--- src/rtl/shift_pkg.sv ---
// Shared constants and state type for the iterative right-shift unit.
package shift_pkg;

  localparam int WIDTH   = 32;
  localparam int SHAMT_W = 5;

  // Stage index of the first (largest, 16-bit) shift step.
  localparam logic [2:0] STAGE_LAST = 3'd4;

  typedef enum logic [1:0] {
    IDLE  = 2'd0,
    SHIFT = 2'd1,
    DONE  = 2'd2
  } state_t;

endpackage

--- src/rtl/shiftright_stage.sv ---
// One power-of-two right-shift step (2^stage_i bit positions).
// With SRL_ROTATE_EN defined, rot_i selects rotate-right and fill_i is ignored.
module shiftright_stage
  import shift_pkg::*;
(
  input  logic [WIDTH-1:0] data_i,
  input  logic [2:0]       stage_i,
  input  logic             fill_i,
  input  logic             en_i,
`ifdef SRL_ROTATE_EN
  input  logic             rot_i,
`endif
  output logic [WIDTH-1:0] data_o
);

  logic [SHAMT_W-1:0] sh_amt;
  logic [WIDTH-1:0]   shifted;
  logic [WIDTH-1:0]   fill_mask;
  logic [WIDTH-1:0]   wrapped;

  assign sh_amt    = SHAMT_W'(1) << stage_i;
  assign shifted   = data_i >> sh_amt;
  // Ones in the vacated MSB positions; used for sign fill.
  assign fill_mask = ~({WIDTH{1'b1}} >> sh_amt);
  // Bits shifted out of the LSBs, moved up to the vacated MSBs.
  assign wrapped   = data_i << (6'd32 - {1'b0, sh_amt});

  // Select fill or rotate for the vacated bits; pass through when disabled.
  always_comb begin
    data_o = data_i;
    if (en_i) begin
`ifdef SRL_ROTATE_EN
      if (rot_i) begin
        data_o = shifted | wrapped;
      end else begin
        data_o = shifted | (fill_i ? fill_mask : '0);
      end
`else
      data_o = shifted | (fill_i ? fill_mask : '0);
`endif
    end
  end

`ifndef SRL_ROTATE_EN
  logic unused_wrapped;
  assign unused_wrapped = ^wrapped;
`endif

endmodule

--- src/rtl/srl_sra_iter.sv ---
// Iterative logical/arithmetic right shifter: one stage (16,8,4,2,1) per clock,
// fixed 6-cycle latency from start to result_rdy.
// Optional macro SRL_ROTATE_EN adds the rot input (rotate-right mode).
module srl_sra_iter
#(
  parameter int WIDTH   = 32,
  parameter int SHAMT_W = 5
)(
  input  logic               clock,
  input  logic               reset,
  input  logic               start,
  input  logic [WIDTH-1:0]   data_operand,
  input  logic [SHAMT_W-1:0] shamt,
  input  logic               arith,
`ifdef SRL_ROTATE_EN
  input  logic               rot,
`endif
  output logic [WIDTH-1:0]   result,
  output logic               result_rdy,
  output logic               busy
);

  import shift_pkg::*;

  state_t             state_q;
  logic [WIDTH-1:0]   work_q;
  logic [WIDTH-1:0]   work_d;
  logic [SHAMT_W-1:0] amt_q;
  logic [SHAMT_W-1:0] amt_at_cnt;
  logic               fill_q;
  logic [2:0]         cnt_q;
  logic               rdy_q;
  logic               busy_q;
`ifdef SRL_ROTATE_EN
  logic               rot_q;
`endif

  // Bit of the shift amount that belongs to the current stage.
  assign amt_at_cnt = amt_q >> cnt_q;

  shiftright_stage u_stage (
    .data_i  (work_q),
    .stage_i (cnt_q),
    .fill_i  (fill_q),
    .en_i    (amt_at_cnt[0]),
`ifdef SRL_ROTATE_EN
    .rot_i   (rot_q),
`endif
    .data_o  (work_d)
  );

  // Control FSM and datapath registers; all step on every clock edge.
  always_ff @(posedge clock) begin
    if (reset) begin
      state_q <= IDLE;
      work_q  <= '0;
      amt_q   <= '0;
      fill_q  <= 1'b0;
      cnt_q   <= STAGE_LAST;
      rdy_q   <= 1'b0;
      busy_q  <= 1'b0;
`ifdef SRL_ROTATE_EN
      rot_q   <= 1'b0;
`endif
    end else begin
      case (state_q)
        IDLE, DONE: begin
          rdy_q <= 1'b0;
          if (start) begin
            work_q  <= data_operand;
            amt_q   <= shamt;
            fill_q  <= arith & data_operand[WIDTH-1];
            cnt_q   <= STAGE_LAST;
            busy_q  <= 1'b1;
            state_q <= SHIFT;
`ifdef SRL_ROTATE_EN
            rot_q   <= rot;
`endif
          end else begin
            state_q <= IDLE;
          end
        end
        SHIFT: begin
          work_q <= work_d;
          if (cnt_q == 3'd0) begin
            state_q <= DONE;
            rdy_q   <= 1'b1;
            busy_q  <= 1'b0;
          end else begin
            cnt_q <= cnt_q - 3'd1;
          end
        end
        default: begin
          state_q <= IDLE;
          rdy_q   <= 1'b0;
          busy_q  <= 1'b0;
        end
      endcase
    end
  end

  assign result     = work_q;
  assign result_rdy = rdy_q;
  assign busy       = busy_q;

endmodule

--- config.mk ---
export PLATFORM = sky130hd
export DESIGN_NAME = srl_sra_iter
export DESIGN_NICKNAME = d
export VERILOG_FILES = /design/src/rtl/shift_pkg.sv /design/src/rtl/shiftright_stage.sv /design/src/rtl/srl_sra_iter.sv
export SDC_FILE = /design/constraint.sdc
export NUM_CORES = 1
export LEC_CHECK = 0
export ABC_AREA = 1
export BUFFER_PORTS_ARGS = -buffer_cell sky130_fd_sc_hd__buf_4
export CAP_MARGIN = 0
export CELL_PAD_IN_SITES_DETAIL_PLACEMENT = 0
export CELL_PAD_IN_SITES_GLOBAL_PLACEMENT = 1
export CORE_MARGIN = 5
export CORE_UTILIZATION = 39
export CTS_BUF_LIST = sky130_fd_sc_hd__clkbuf_2 sky130_fd_sc_hd__clkbuf_4 sky130_fd_sc_hd__clkbuf_8
export DETAILED_ROUTE_END_ITERATION = 6
export PLACE_DENSITY = 0.91
export SETUP_SLACK_MARGIN = 0.02
export SKIP_LAST_GASP = 1
export SLEW_MARGIN = 15
export SYNTH_ARGS = -nofsm -noshare
export SYNTH_HDL_FRONTEND = slang
export SYNTH_SLANG_ARGS = --single-unit
--- constraint.sdc ---
create_clock -name clock -period 2.7 [get_ports clock]
set_clock_uncertainty 0.2 [all_clocks]
set_input_delay 0 -clock clock [delete_from_list [all_inputs] [get_ports clock]]
set_output_delay 0 -clock clock [all_outputs]
set_load 0.01 [all_outputs]
**Word level (Yosys, flattened, before mapping)**

Cells that the tools add are included.

- Word-level logic and storage cells: 44
- Register bits after elaboration: 45

- Shift-type cells: 4
- Bitwise logic cells: 4
- Equal/unequal tests: 6
- Reductions and logical operators: 9
- $add $sub $neg: 1
- Multiplexer cells: 13

Operators with widths:

| kind | count |
|---|---|
| 32-bit 2-to-1 mux | 3 |
| 32-bit case mux with 2 select lines | 1 |
| 32-bit inverter | 1 |
| 32-bit bitwise OR | 1 |
| 32-bit by 5-bit right shift with 32-bit output | 1 |
| 32-bit by 5-bit right shift with 32-bit output (first input constant) | 1 |
| 2-bit inequality test (second input constant) | 4 |
| 3-bit 2-to-1 mux | 2 |
| 3-bit case mux with 2 select lines | 1 |
| 3-bit AND reduction | 2 |
| 1-bit by 3-bit left shift with 5-bit output (first input constant) | 1 |
| 5-bit by 3-bit right shift with 1-bit output | 1 |
| 2-bit case mux with 2 select lines | 1 |
| 2-bit AND reduction | 2 |
| 2-bit OR reduction | 2 |
| 3-bit logical NOT | 1 |
| 1-bit 2-to-1 mux | 3 |
| 3-bit by 1-bit subtractor with 3-bit output (second input constant) | 1 |
| 2-bit by 1-bit == test with 1-bit output (second input constant) | 1 |
| 2-bit == test (second input constant) | 1 |
| 2-bit logical NOT | 1 |
| 2-bit 2-to-1 mux | 1 |
| 1-bit case mux with 2 select lines | 1 |
| 2-bit nonzero test | 1 |
| 2 further kinds | 2 |

**Logic depth before layout (Yosys ltp)**

Gate-level depths: netlist of the first run.

- Depth in word-level cells: 7
- Mapped depth: 16

**Cells and area by module**

From an unflattened synthesis of the first run, not the netlist that was laid out.

- Cells, all modules: 866
- Area total of the unflattened synthesis: 4735.8 µm²

Modules (own cells, without submodules):

| module | cells each | sequential area each (µm²) | times used | area each (µm²) |
|---|---|---|---|---|
| srl_sra_iter | 389 | 900.9 | 1 | 2459.9 |
| shiftright_stage | 477 | 0.0 | 1 | 2275.9 |

**Least setup slack after synthesis of the first run**

OpenSTA, ideal clock, no wires.

- Path kind: register to register
- Start point: reg cnt_q[1]
- End point: reg work_q[21], in the netlist result[21]
- Arrival time: 1.818 ns
- Path buffers: 1
- Period minus slack after synthesis: 2.146 ns
- Data required time: 2.372 ns
- Setup time: 0.128 ns
- Cell stages (with the launch flop): 14
- Slack: 0.554 ns
- Path through: dfxtp_1 -> inv_1 -> ha_1 -> buf_4 -> nand2_1 -> inv_1 -> nand2_1 -> nand2_1 -> inv_1 -> nand2_1 -> a41oi_1 -> nand2_1 -> nand2_1 -> a21oi_1

- Cells in the longest elaborated chain, start to end: 7

RTL lines:

| what | RTL line | text |
|---|---|---|
| start: declaration | srl_sra_iter.sv:31 | `logic [2:0] cnt_q;` |
| start signal: assignment | srl_sra_iter.sv:90 | `cnt_q <= cnt_q - 3'd1;` |
| 1-bit by 3-bit left shift with 5-bit output | shiftright_stage.sv:21 | `assign sh_amt = SHAMT_W'(1) << stage_i;` |
| 32-bit by 5-bit right shift with 32-bit output | shiftright_stage.sv:24 | `assign fill_mask = ~({WIDTH{1'b1}} >> sh_amt);` |
| 32-bit inverter | shiftright_stage.sv:24 |  |
| 32-bit 2-to-1 mux | shiftright_stage.sv:39 | `data_o = shifted \| (fill_i ? fill_mask : '0);` |
| 32-bit bitwise OR | shiftright_stage.sv:39 |  |
| 32-bit 2-to-1 mux | shiftright_stage.sv:31 | `if (en_i) begin` |
| 32-bit case mux with 2 select lines | srl_sra_iter.sv:66 | `case (state_q)` |
| end signal: assignment | srl_sra_iter.sv:70 | `work_q <= data_operand;` |
| end signal: assignment | srl_sra_iter.sv:84 | `work_q <= work_d;` |
| end: declaration | srl_sra_iter.sv:26 | `logic [WIDTH-1:0] work_q;` |

Several ways; a longest one is shown, not always the timed one. The select of a mux whose other input is x is not followed.
A chain may end at the register's enable or synchronous reset.

**Final worst setup path of the first run**

- Start point: reg cnt_q[1]
- End point: reg work_q[5], in the netlist result[5]

The elaborated chain is that of the path after synthesis.

==> results.md, run 1 <==
* **Total Die Area** 12200 um^2
* **CP Launch Point** cnt_q[1]
* **Synth Area in Compound Gates** 15.5%
* **total of endpoints with negative setup slack in the final report** 0
* **startpoint of the most critical hold path** shamt[4]
* **Critical Path Sink Type** flip-flop
* **Post-synth top cells** sky130_fd_sc_hd__nand2_1 (195), sky130_fd_sc_hd__nand3_1 (158), sky130_fd_sc_hd__nor2_1 (51), sky130_fd_sc_hd__o21ai_0 (51), sky130_fd_sc_hd__inv_1 (48)
* **power density over cell area** 490 nW/um^2
* **transition at the pin with the smallest max-transition slack** 1.00 ns
* **Port Buffers** 74
* **total number of H-tree levels** 2
* **Reg-to-Reg End** result[5]
* **nets in the synthesized netlist** 746
* **number of distinct library cells after synthesis** 31
* **critical path data arrival time** 2.52 ns
* **vertical die dimension** 110 um
* **Post-Syn Area per Cell** 5.63 um^2
* **Yosys reg bits** 45
* **number of cells on the worst reg-to-reg path** 12
* **number of DRC markers in iteration 0** 526
* **half-perimeter wire length of the detailed placement result** 11.4 mm
* **# DRC** 0
* **all-layer global routing usage** 24.8%
* **overall die width** 110 um
* **RSZ-0062 raised after global routing** false
* **minimum setup slack after placement** 0.168 ns
* **hold worst-path end** amt_q[4]
* **combinational family with the most area after synthesis** simple AND/OR/NAND/NOR gates
* **largest fanout of any net on the critical path** 28
* **required time of the worst setup path** 2.74 ns
* **Max-cap violations** 0
* **crit path kind** flip-flop to flip-flop
* **most repeated library cell on the critical path** sky130_fd_sc_hd__nand2_1
* **leakage power figure** 0.00247 uW
* **number of cell rows** 36
* **Initial Util** 40.1%
* **maximum cell stage delay along the critical path** 0.36 ns
* **TritonCTS Sinks** 45
* **share of the yosys chip area belonging to registers** 22.9%
* **final wirelength** 15.7 mm
* **adder-cell share of the synthesized area** 1.59%
* **cell type with the largest total area after synthesis** sky130_fd_sc_hd__dfxtp_1
* **Final #Nets** 850
* **number of buffers added by the clock tree synthesis step** 5
* **area of the core region** 9820 um^2
* **number of buffer and inverter stages on the critical path** 2
* **clock tree from TritonCTS** built
* **Post-CTS Setup Inserts** 0
* **WHS Path Cells** 4
* **dominant cells by area after synthesis** sky130_fd_sc_hd__dfxtp_1 (23%), sky130_fd_sc_hd__nand3_1 (20%), sky130_fd_sc_hd__nand2_1 (19%)
* **synthesized cell area** 3940 um^2
* **count of warnings emitted by yosys** 0
* **gate count after technology mapping** 700
* **simple logic cell fraction of the synthesized area** 49.0%
* **reg-to-reg slack, setup** 0.22 ns
* **CP delay by family, top** simple AND/OR/NAND/NOR gates
* **global-route wire length before repair** 25.0 mm
* **Hold Path Class** primary input to flip-flop
* **fraction of registers with async set/reset** 0%
* **setup TNS after final layout** 0 ns
* **antenna violations before repair** 0
* **crit path cell chain** inv_1, ha_1, nand2_4, inv_4, nand3_1, nand3_1, nand2_1, nor2_1, nor2_1, nand2_1, nand2_1, a21oi_1
* **number of pins with negative max-slew slack in the final report** 0
* **Highest Clock Rate** 403 MHz
* **residual antenna-violating net count after detailed routing** 0
* **root buf cell** sky130_fd_sc_hd__clkbuf_8
* **share of the synthesized area in the top cell type** 22.9%
* **result of the run** complete, no violations
* **highest-delay cell along the critical path** sky130_fd_sc_hd__dfxtp_1
* **most used flip-flop cell after synthesis** sky130_fd_sc_hd__dfxtp_1
* **Area Growth Syn to Fin** 31.4%
* **clock network latency to the later pin of the worst-skew pair** 0.32 ns
* **pin count of the biggest net entering global routing** 35
* **share of post-route cells with drive strength above 1** 16.9%
* **routability congestion estimate from global placement** 0.964
* **vias in the first global route** 4848
* **post-DR vias/cell** 5.57
* **worst slew margin relative to its limit** 33.2%
* **number of enable-type register cells in the synthesized netlist** 0
* **mux contribution to synthesized area** 0%
* **clock-pin slew of the registers on the worst-case setup and hold paths** 0.10 ns
* **number of hold violations in the final report** 0
* **drt pass-1 iters** 7
* **worst-case vdd ir drop** 0.419 mV
* **CTS max path bufs** 2
* **post-route setup slack** 0.221 ns
* **xor-xnor portion of the synthesized cell area** 0%
* **most used standard cell by instance count after synthesis** sky130_fd_sc_hd__nand2_1
* **total gr overflow** 0
* **boundary pin count** 75
* **sort of element at the start of the critical path** flip-flop
* **post-layout minimum cycle time** 2.48 ns
* **Fin Hold WS** 0.257 ns
* **number of antenna cells inserted** 0
* **post-detailed-route wirelength per cell** 16.7 um
* **FF-to-FF Start** cnt_q[1]
* **final worst path period share** 91.8%
* **total via count in the routed design** 5223
[through the flow]
step	area [um^2]	cells	util [%]	total power, uW
2_1_floorplan	3940	700	-	1520
3_3_place_gp	4620	888	47.0	1910
5_1_grt	5180	938	52.7	2690
4_1_cts	5150	938	52.5	2510
3_5_place_dp	4620	888	47.0	1910
6_report	5180	938	52.7	2540
[how the worst max path moves through the flow]
stage | end | slack, ns | depth (start not counted)
2_1_floorplan | result[21] | 0.55 | 13
3_3_place_gp | result[5] | 0.28 | 11
3_5_place_dp | result[5] | 0.17 | 13
4_1_cts | result[5] | 0.14 | 13
5_1_grt | result[5] | 0.03 | 12
6_report | result[5] | 0.22 | 12
[tightest hold or removal path: stages]
cell	delay [ns]
sky130_fd_sc_hd__dlygate4sd3_1	0.52
sky130_fd_sc_hd__buf_4	0.10
sky130_fd_sc_hd__nor2_1	0.03
sky130_fd_sc_hd__nor2_1	0.09
[metal layers]
layer  track usage, %  vias to the layer above  wire, um
li1                 -                     2533         -
met1             32.6                     2371      6460
met2             40.0                      270      7360
met3             4.81                       49      1330
met4             9.36                        0       518
met5                0                        -         0
[cell type report]
class / instances / area (um^2)
inverters: 55 / 214
clock inverters: 3 / 46.3
multi-input cells: 557 / 2620
repair buffers: 140 / 1160
well taps: 133 / 166
flip-flops and latches: 45 / 901
clock buffers: 5 / 68.8
fillers: 1034 / 4640
[cells in the final DEF (no fill, tap or decap), types with 5 or more instances in the layout]
cell type                       instances
sky130_fd_sc_hd__o21ai_1                5
sky130_fd_sc_hd__nor2_2                 5
sky130_fd_sc_hd__nor2_1                51
sky130_fd_sc_hd__or2_2                 13
sky130_fd_sc_hd__o31ai_1                5
sky130_fd_sc_hd__inv_1                 48
sky130_fd_sc_hd__buf_4                 98
sky130_fd_sc_hd__clkbuf_8               5
sky130_fd_sc_hd__nand2_1              195
sky130_fd_sc_hd__nand4_1                6
sky130_fd_sc_hd__o21ai_0               51
sky130_fd_sc_hd__inv_2                  5
sky130_fd_sc_hd__dlygate4sd3_1         42
sky130_fd_sc_hd__a21oi_1               45
sky130_fd_sc_hd__nand3_1              158
sky130_fd_sc_hd__dfxtp_1               45
[registers in the layout, indices dropped and copies added (netlist names)]
name        flops
result         32
amt_q           5
cnt_q           3
state_q         2
busy            1
fill_q          1
result_rdy      1
[what timing repair did]
| item | in CTS | in global routing |
|---|---|---|
| setup endpoints to repair | 0 | 3 |
| endpoints found under the hold margin | 45 | 0 |
| hold buffers | 42 | 0 |
| resized for setup | 0 | 3 |
[cells by family (layout without fill, tap and decap cells)]
| kind of cell | Yosys count | after routing |
|---|---|---|
| DFF | 45 | 45 |
| buffers and inverters | 98 | 203 |
| AOI/OAI and AO/OA | 116 | 116 |
| and+or+nand+nor | 436 | 436 |
| adders and majority gates | 5 | 5 |
[power by group]
part           switching, uW  internal [uW]
combinational            719            442
clock                    276            278
sequential              81.4            738
Note: power is estimated with default switching activity, not from simulation.
==> run 2, diff against run 1 <==
==> constraint.sdc (replaced) <==
create_clock -name clock -period 2.6 [get_ports clock]
set_clock_uncertainty 0.2 [all_clocks]
set_input_delay 0 -clock clock [delete_from_list [all_inputs] [get_ports clock]]
set_output_delay 0 -clock clock [all_outputs]
set_load 0.01 [all_outputs]
==> results.md, run 2 (synthesized netlist as in run 1, its figures left out) <==
* **result of the run** complete, no violations
* **number of cells on the worst reg-to-reg path** 10, -2
* **post-detailed-route wirelength per cell** 17.5 um, +4.5%
* **largest fanout of any net on the critical path** 12, -57%
* **number of DRC markers in iteration 0** 557, +5.9%
* **number of hold violations in the final report** 0, unchanged
* **number of pins with negative max-slew slack in the final report** 0, unchanged
* **RSZ-0062 raised after global routing** false
* **post-layout minimum cycle time** 2.38 ns, -0.0988 ns
* **share of power burned in the clock network** 20.0%, -1.9 points
* **number of flip-flops in the largest register** 32, unchanged
* **global-route wire length before repair** 26.0 mm, +3.9%
* **root buf cell** sky130_fd_sc_hd__clkbuf_8
* **residual antenna-violating net count after detailed routing** 0, unchanged
* **Hold Path Class** primary input to flip-flop
* **routability congestion estimate from global placement** 0.976, +1.2%
* **transition at the pin with the smallest max-transition slack** 0.509 ns, -0.492 ns
* **final wirelength** 16.5 mm, +5.2%
* **Placed Cells incl. Taps** 888, unchanged
* **clock-pin slew of the registers on the worst-case setup and hold paths** 0.11 ns, about the same
* **total gr overflow** 0, unchanged
* **number of buffers added by the clock tree synthesis step** 5, unchanged
* **share of post-route cells with drive strength above 1** 17.3%, +0.37 points
* **Initial Util** 40.1%, unchanged
* **Highest Clock Rate** 420 MHz, +4.2%
* **sort of element at the start of the critical path** flip-flop
* **final worst path period share** 91.5%, -0.27 points
* **half-perimeter wire length of the detailed placement result** 12.1 mm, +6.1%
* **CTS max path bufs** 2, unchanged
* **worst-case vdd ir drop** 0.282 mV, -33%
* **share of total power in sequential cells** 32.9%, +0.6 points
* **most common cell after layout, fill and taps aside** sky130_fd_sc_hd__nand2_1
* **Fin Hold WS** 0.266 ns, +0.00918 ns
* **sequential standard cell area** 902 um^2, +0.14%
* **number of fillers in the final layout** 1033, -0.097%
* **total number of H-tree levels** 2, unchanged
* **area of the core region** 9820 um^2, unchanged
* **Total Die Area** 12200 um^2, unchanged
* **TritonCTS Sinks** 45, unchanged
* **power density over cell area** 499 nW/um^2, +1.9%
* **critical path data arrival time** 2.44 ns, -0.08 ns
* **total via count in the routed design** 5241, +0.34%
* **WHS Path Cells** 3, -1
* **required time of the worst setup path** 2.66 ns, -0.08 ns
* **NetSw** 1180 uW, +9.2%
* **Critical Path Sink Type** flip-flop
* **number of cell rows** 36, unchanged
* **post-DR vias/cell** 5.55, -0.29%
* **Port Buffers** 74, unchanged
* **part of the total power dissipated in combinational logic** 47.1%, +1.3 points
* **number of antenna cells inserted** 0, unchanged
* **antenna violations before repair** 0, unchanged
* **vertical die dimension** 110 um, unchanged
* **Final #Nets** 856, +0.71%
* **pin count of the biggest net entering global routing** 35, unchanged
* **all-layer global routing usage** 26.1%, +1.4 points
* **overall die width** 110 um, unchanged
* **Max-cap violations** 0, unchanged
* **vias in the first global route** 4921, +1.5%
* **clock network latency to the later pin of the worst-skew pair** 0.33 ns, about the same
* **crit path kind** flip-flop to flip-flop
* **combined area of the multi-input logic cells** 2620 um^2, about the same
* **Switching Share** 45.0%, +2.5 points
* **most frequent cells in the layout** sky130_fd_sc_hd__nand2_1 (195), sky130_fd_sc_hd__nand3_1 (158), sky130_fd_sc_hd__buf_4 (97)
* **clock tree from TritonCTS** built
* **Power Internal** 1440 uW, -1.5%
* **setup TNS after final layout** 0 ns, unchanged
* **worst slew margin relative to its limit** 66.0%, +33 points
* **leakage power figure** 0.00250 uW, +1.4%
* **drt pass-1 iters** 5, -2
* **Area Growth Syn to Fin** 32.8%
* **Cell Count, Final, Fillers Out** 944, +0.64%
* **total of endpoints with negative setup slack in the final report** 0, unchanged
* **boundary pin count** 75, unchanged
* **# DRC** 0, unchanged
run 2: cell types whose count changed in the layout (fill, tap and decap cells not counted), sizes merged:
| cell | delta |
|---|---|
| dlygate4sd3 | +4 |
| clkinv | -1 |
| bufinv | -1 |
| clkinvlp | -1 |
| inv | +3 |
| buf | +2 |
run 2: repair_timing:
action | in CTS | in global routing
buffers inserted | 0 | 2
hold buffers | 46 | 0
resized for setup | 0 | 8
endpoints found under the setup margin | 0 | 19
endpoints found under the hold margin | 45 | 0
run 2: power by group through the flow:
stage,combinational (uW),clock (uW),sequential [uW]
6_report,1230,521,860
3_5_place_dp,1140,0,870
2_1_floorplan,714,0,863
3_3_place_gp,1130,0,869
4_1_cts,1200,525,855
5_1_grt,1350,543,868
run 2: final cells by class:
cell class,instances,area share [%]
well taps,133,3.18
multi-input cells,557,50.1
clock buffers,5,1.32
repair buffers,146,23.5
clock inverters,3,0.502
inverters,55,4.14
flip-flops and latches,45,17.2
run 2: worst max-delay path: stages, from the launching register on:
cell                      delay [ns]
sky130_fd_sc_hd__dfxtp_1        0.43
sky130_fd_sc_hd__inv_1          0.13
sky130_fd_sc_hd__ha_2           0.28
sky130_fd_sc_hd__nand2_1        0.16
sky130_fd_sc_hd__inv_1          0.07
sky130_fd_sc_hd__buf_4          0.18
sky130_fd_sc_hd__nor2_1         0.11
sky130_fd_sc_hd__inv_1          0.09
sky130_fd_sc_hd__o21ai_0        0.33
sky130_fd_sc_hd__o21ai_0        0.15
sky130_fd_sc_hd__a21oi_1        0.17
run 2: per-stage QoR:
step	setup WS, ns	util [%]	area, um^2	power [uW]
floorplan	0.454	-	3940	1580
global placement	0.251	47.2	4630	2000
finish	0.220	53.3	5230	2610
detailed placement	0.170	47.2	4630	2010
CTS	0.144	52.8	5190	2580
global route	0.0381	53.3	5230	2770
run 2: path summary, 6_finish.rpt:
kind | slack (ns) | to | start
setup / recovery | 0.22 | result[30] | cnt_q[0]
hold / removal | 0.27 | busy | reset
setup reg to reg | 0.22 | result[30] | cnt_q[0]
hold reg to reg | 0.28 | busy | busy
run 2: per-layer routing:
| layer | global-route usage [%] | vias to the layer above | wire length, um |
|---|---|---|---|
| met5 | 0 | - | 0 |
| met2 | 44.5 | 238 | 7890 |
| met1 | 34.9 | 2432 | 7200 |
| li1 | - | 2550 | - |
| met3 | 3.77 | 21 | 1130 |
| met4 | 6.16 | 0 | 267 |
==> run 3, diff against run 2 <==
--- a/config.mk
+++ b/config.mk
@@ -11,13 +11,14 @@
 export CELL_PAD_IN_SITES_DETAIL_PLACEMENT = 0
 export CELL_PAD_IN_SITES_GLOBAL_PLACEMENT = 1
 export CORE_MARGIN = 5
-export CORE_UTILIZATION = 39
+export CORE_UTILIZATION = 40
 export CTS_BUF_LIST = sky130_fd_sc_hd__clkbuf_2 sky130_fd_sc_hd__clkbuf_4 sky130_fd_sc_hd__clkbuf_8
 export DETAILED_ROUTE_END_ITERATION = 6
-export PLACE_DENSITY = 0.91
+export PLACE_DENSITY = 0.92
 export SETUP_SLACK_MARGIN = 0.02
 export SKIP_LAST_GASP = 1
 export SLEW_MARGIN = 15
 export SYNTH_ARGS = -nofsm -noshare
 export SYNTH_HDL_FRONTEND = slang
+export SYNTH_HIERARCHICAL = 1
 export SYNTH_SLANG_ARGS = --single-unit
==> results.md, run 3 <==
* **met1 track demand over resource** 35.0%, +0.19 points
* **layer carrying the most global-route usage** met2
* **power density over cell area** 537 nW/um^2, +7.5%
* **Initial Util** 41.1%, +1.0 points
* **total of endpoints with negative setup slack in the final report** 0, unchanged
* **share of the yosys chip area belonging to registers** 19.0%, -3.8 points
* **post-detailed-route wirelength per cell** 15.4 um, -12%
* **pin count of the biggest net entering global routing** 46, +31%
* **# DRC** 0, unchanged
* **required time of the worst setup path** 2.60 ns, -0.06 ns
* **vertical die dimension** 119 um, +7.5%
* **clock network latency to the later pin of the worst-skew pair** 0.32 ns, about the same
* **number of pins with negative max-slew slack in the final report** 0, unchanged
* **Hold Path Class** primary input to flip-flop
* **PnR Total Power** 3170 uW, +21%
* **RSZ-0062 raised after global routing** false
* **final standard cell utilization of the core** 51.3%, -2.0 points
* **half-perimeter wire length of the detailed placement result** 12.1 mm, about the same
* **TritonCTS Sinks** 45, unchanged
* **post-layout minimum cycle time** 2.41 ns, +0.0259 ns
* **cell type with the largest total area after synthesis** sky130_fd_sc_hd__nand2_1
* **number of buffers added by the clock tree synthesis step** 5, unchanged
* **Post-Syn Area per Cell** 5.47 um^2, -2.8%
* **global-route wire length before repair** 27.7 mm, +6.3%
* **drt pass-1 iters** 5, unchanged
* **Yosys reg bits** 45, unchanged
* **post-route setup slack** 0.194 ns, -0.0259 ns
* **post-DR vias/cell** 5.36, -3.5%
* **all-layer global routing usage** 23.5%, -2.7 points
* **Highest Clock Rate** 416 MHz, -1.1%
* **final wirelength** 17.0 mm, +2.8%
* **number of flip-flops in the largest register** 32, unchanged
* **count of warnings emitted by yosys** 6, +6
* **largest fanout of any net on the critical path** 18, +6
* **setup TNS after final layout** 0 ns, unchanged
* **total gr overflow** 0, unchanged
* **critical path data arrival time** 2.40 ns, -0.04 ns
* **gate count after technology mapping** 866, +24%
* **dominant cells by area after synthesis** sky130_fd_sc_hd__nand2_1 (24%), sky130_fd_sc_hd__dfxtp_1 (19%), sky130_fd_sc_hd__nand3_1 (16%)
* **Final #Nets** 1003, +17%
* **number of fillers in the final layout** 1199, +16%
* **CTS max path bufs** 2, unchanged
* **result of the run** complete, no violations
* **Max-cap violations** 0, unchanged
* **final worst path period share** 92.5%, +1.0 points
* **crit path kind** flip-flop to flip-flop
* **most used flip-flop cell after synthesis** sky130_fd_sc_hd__dfxtp_1
* **transition at the pin with the smallest max-transition slack** 0.469 ns, -0.0403 ns
* **Critical Path Sink Type** flip-flop
* **most frequent cells in the layout** sky130_fd_sc_hd__nand2_1 (299), sky130_fd_sc_hd__nand3_1 (147), sky130_fd_sc_hd__inv_1 (109)
* **vias in the first global route** 5357, +8.9%
* **antenna violations before repair** 0, unchanged
* **fraction of met3 tracks used by global routing** 2.99%, -0.79 points
* **routability congestion estimate from global placement** 0.968, -0.76%
* **number of antenna cells inserted** 0, unchanged
* **Total Die Area** 14100 um^2, +16%
* **area of the core region** 11500 um^2, +17%
* **number of cell rows** 39, +8.3%
* **minimum setup slack after placement** 0.118 ns, -0.0524 ns
* **clock tree from TritonCTS** built
* **Design Area, Final** 5910 um^2, +13%
* **nets in the synthesized netlist** 909, +22%
* **total via count in the routed design** 5913, +13%
* **number of enable-type register cells in the synthesized netlist** 0, unchanged
* **Post-CTS Setup Inserts** 0, unchanged
* **sort of element at the start of the critical path** flip-flop
* **synthesized cell area** 4740 um^2, +20%
* **number of hold violations in the final report** 0, unchanged
* **cell area after placement** 5370 um^2, +16%
* **Port Buffers** 74, unchanged
* **boundary pin count** 75, unchanged
* **most used standard cell by instance count after synthesis** sky130_fd_sc_hd__nand2_1
* **worst-case vdd ir drop** 0.259 mV, -8.1%
* **overall die width** 119 um, +7.5%
* **root buf cell** sky130_fd_sc_hd__clkbuf_8
* **number of DRC markers in iteration 0** 576, +3.4%
* **global-route track usage on met2** 35.7%, -8.7 points
* **share of post-route cells with drive strength above 1** 14.6%, -2.7 points
* **share of the synthesized area in the top cell type** 23.7%, +0.83 points
* **total number of H-tree levels** 2, unchanged
* **number of distinct library cells after synthesis** 28, -9.7%
* **residual antenna-violating net count after detailed routing** 0, unchanged
* **most common cell after layout, fill and taps aside** sky130_fd_sc_hd__nand2_1
* **Post-synth top cells** sky130_fd_sc_hd__nand2_1 (299), sky130_fd_sc_hd__nand3_1 (147), sky130_fd_sc_hd__inv_1 (109)
* **fraction of registers with async set/reset** 0%, unchanged
* **leakage power figure** 0.00315 uW, +26%
* **Area Growth Syn to Fin** 24.8%
* **clock-pin slew of the registers on the worst-case setup and hold paths** 0.10 ns, about the same
* **worst slew margin relative to its limit** 68.6%, +2.6 points
-- run 3: cell types whose count changed after synthesis, sizes merged, moves of 5 or more --
cell / delta
a22oi: +5
o31ai: -5
inv: +64
nand2: +105
nand3b: +32
clkbuf: -11
a21oi: +21
o21ai: -36
or2: -13
nor2: -12
buf: +21
-- run 3: power breakdown --
part	leakage (uW)	switching (uW)	internal (uW)
clock network	0.0000585	284	289
registers	0.000373	125	775
logic	0.00272	1050	648
-- run 3: logic make-up after synthesis --
kind of cell	after synthesis	share of synthesized area, %
simple gates	549	52.8
buf+inv	173	16.7
compound gates	97	11.0
flops	45	19.0
fa+ha+maj	2	0.528
-- run 3: worst paths after layout --
| kind | startpoint | end | slack, ns | cells after the start |
|---|---|---|---|---|
| setup / recovery | cnt_q[2] | result[8] | 0.19 | 15 |
| hold / removal | reset | state_q[0] | 0.23 | 3 |
| setup reg to reg | cnt_q[2] | result[8] | 0.19 | 15 |
| hold reg to reg | amt_q[3] | amt_q[3] | 0.26 | 2 |
-- run 3: timing repair --
item	4_1_cts	5_1_grt
endpoints found under the hold margin	43	0
setup endpoints to repair	0	28
resized for setup	0	7
hold buffers	41	0
-- run 3: per-layer routing --
metal / vias up / share of wire (%)
met4: 0 / 1.7
met5: - / 0
met2: 274 / 43
li1: 2957 / -
met1: 2657 / 46
met3: 25 / 9.1
-- run 3: layout make-up --
class	instances	area [um^2]	area share (%)
Inverter	120	454	7.69
Tap cell	143	179	3.03
Clock buffer	5	68.8	1.16
Sequential cell	45	905	15.3
Clock inverter	3	43.8	0.741
Multi-Input combinational cell	648	3050	51.6
Timing Repair Buffer	140	1210	20.5
-- run 3: worst max-delay path, cell delays in order, from the launching register on --
cell,delay (ns)
sky130_fd_sc_hd__dfxtp_2,0.37
sky130_fd_sc_hd__inv_2,0.18
sky130_fd_sc_hd__nand3_2,0.14
sky130_fd_sc_hd__inv_2,0.25
sky130_fd_sc_hd__buf_12,0.20
sky130_fd_sc_hd__nand3_1,0.10
sky130_fd_sc_hd__nand2_1,0.08
sky130_fd_sc_hd__nand2_1,0.06
sky130_fd_sc_hd__nand2_1,0.15
sky130_fd_sc_hd__o21ai_1,0.09
sky130_fd_sc_hd__o21ai_1,0.15
sky130_fd_sc_hd__inv_1,0.06
sky130_fd_sc_hd__inv_1,0.05
sky130_fd_sc_hd__nand2_1,0.05
sky130_fd_sc_hd__nand2_1,0.09
sky130_fd_sc_hd__a21oi_1,0.06
-- run 3: per-stage QoR --
step                      hold slack, ns  cells
after floorplan                   -0.131    866
after global placement            0.0192   1055
after detailed placement          0.0222   1055
after CTS                          0.219   1104
after global routing               0.229   1104
final                              0.226   1104
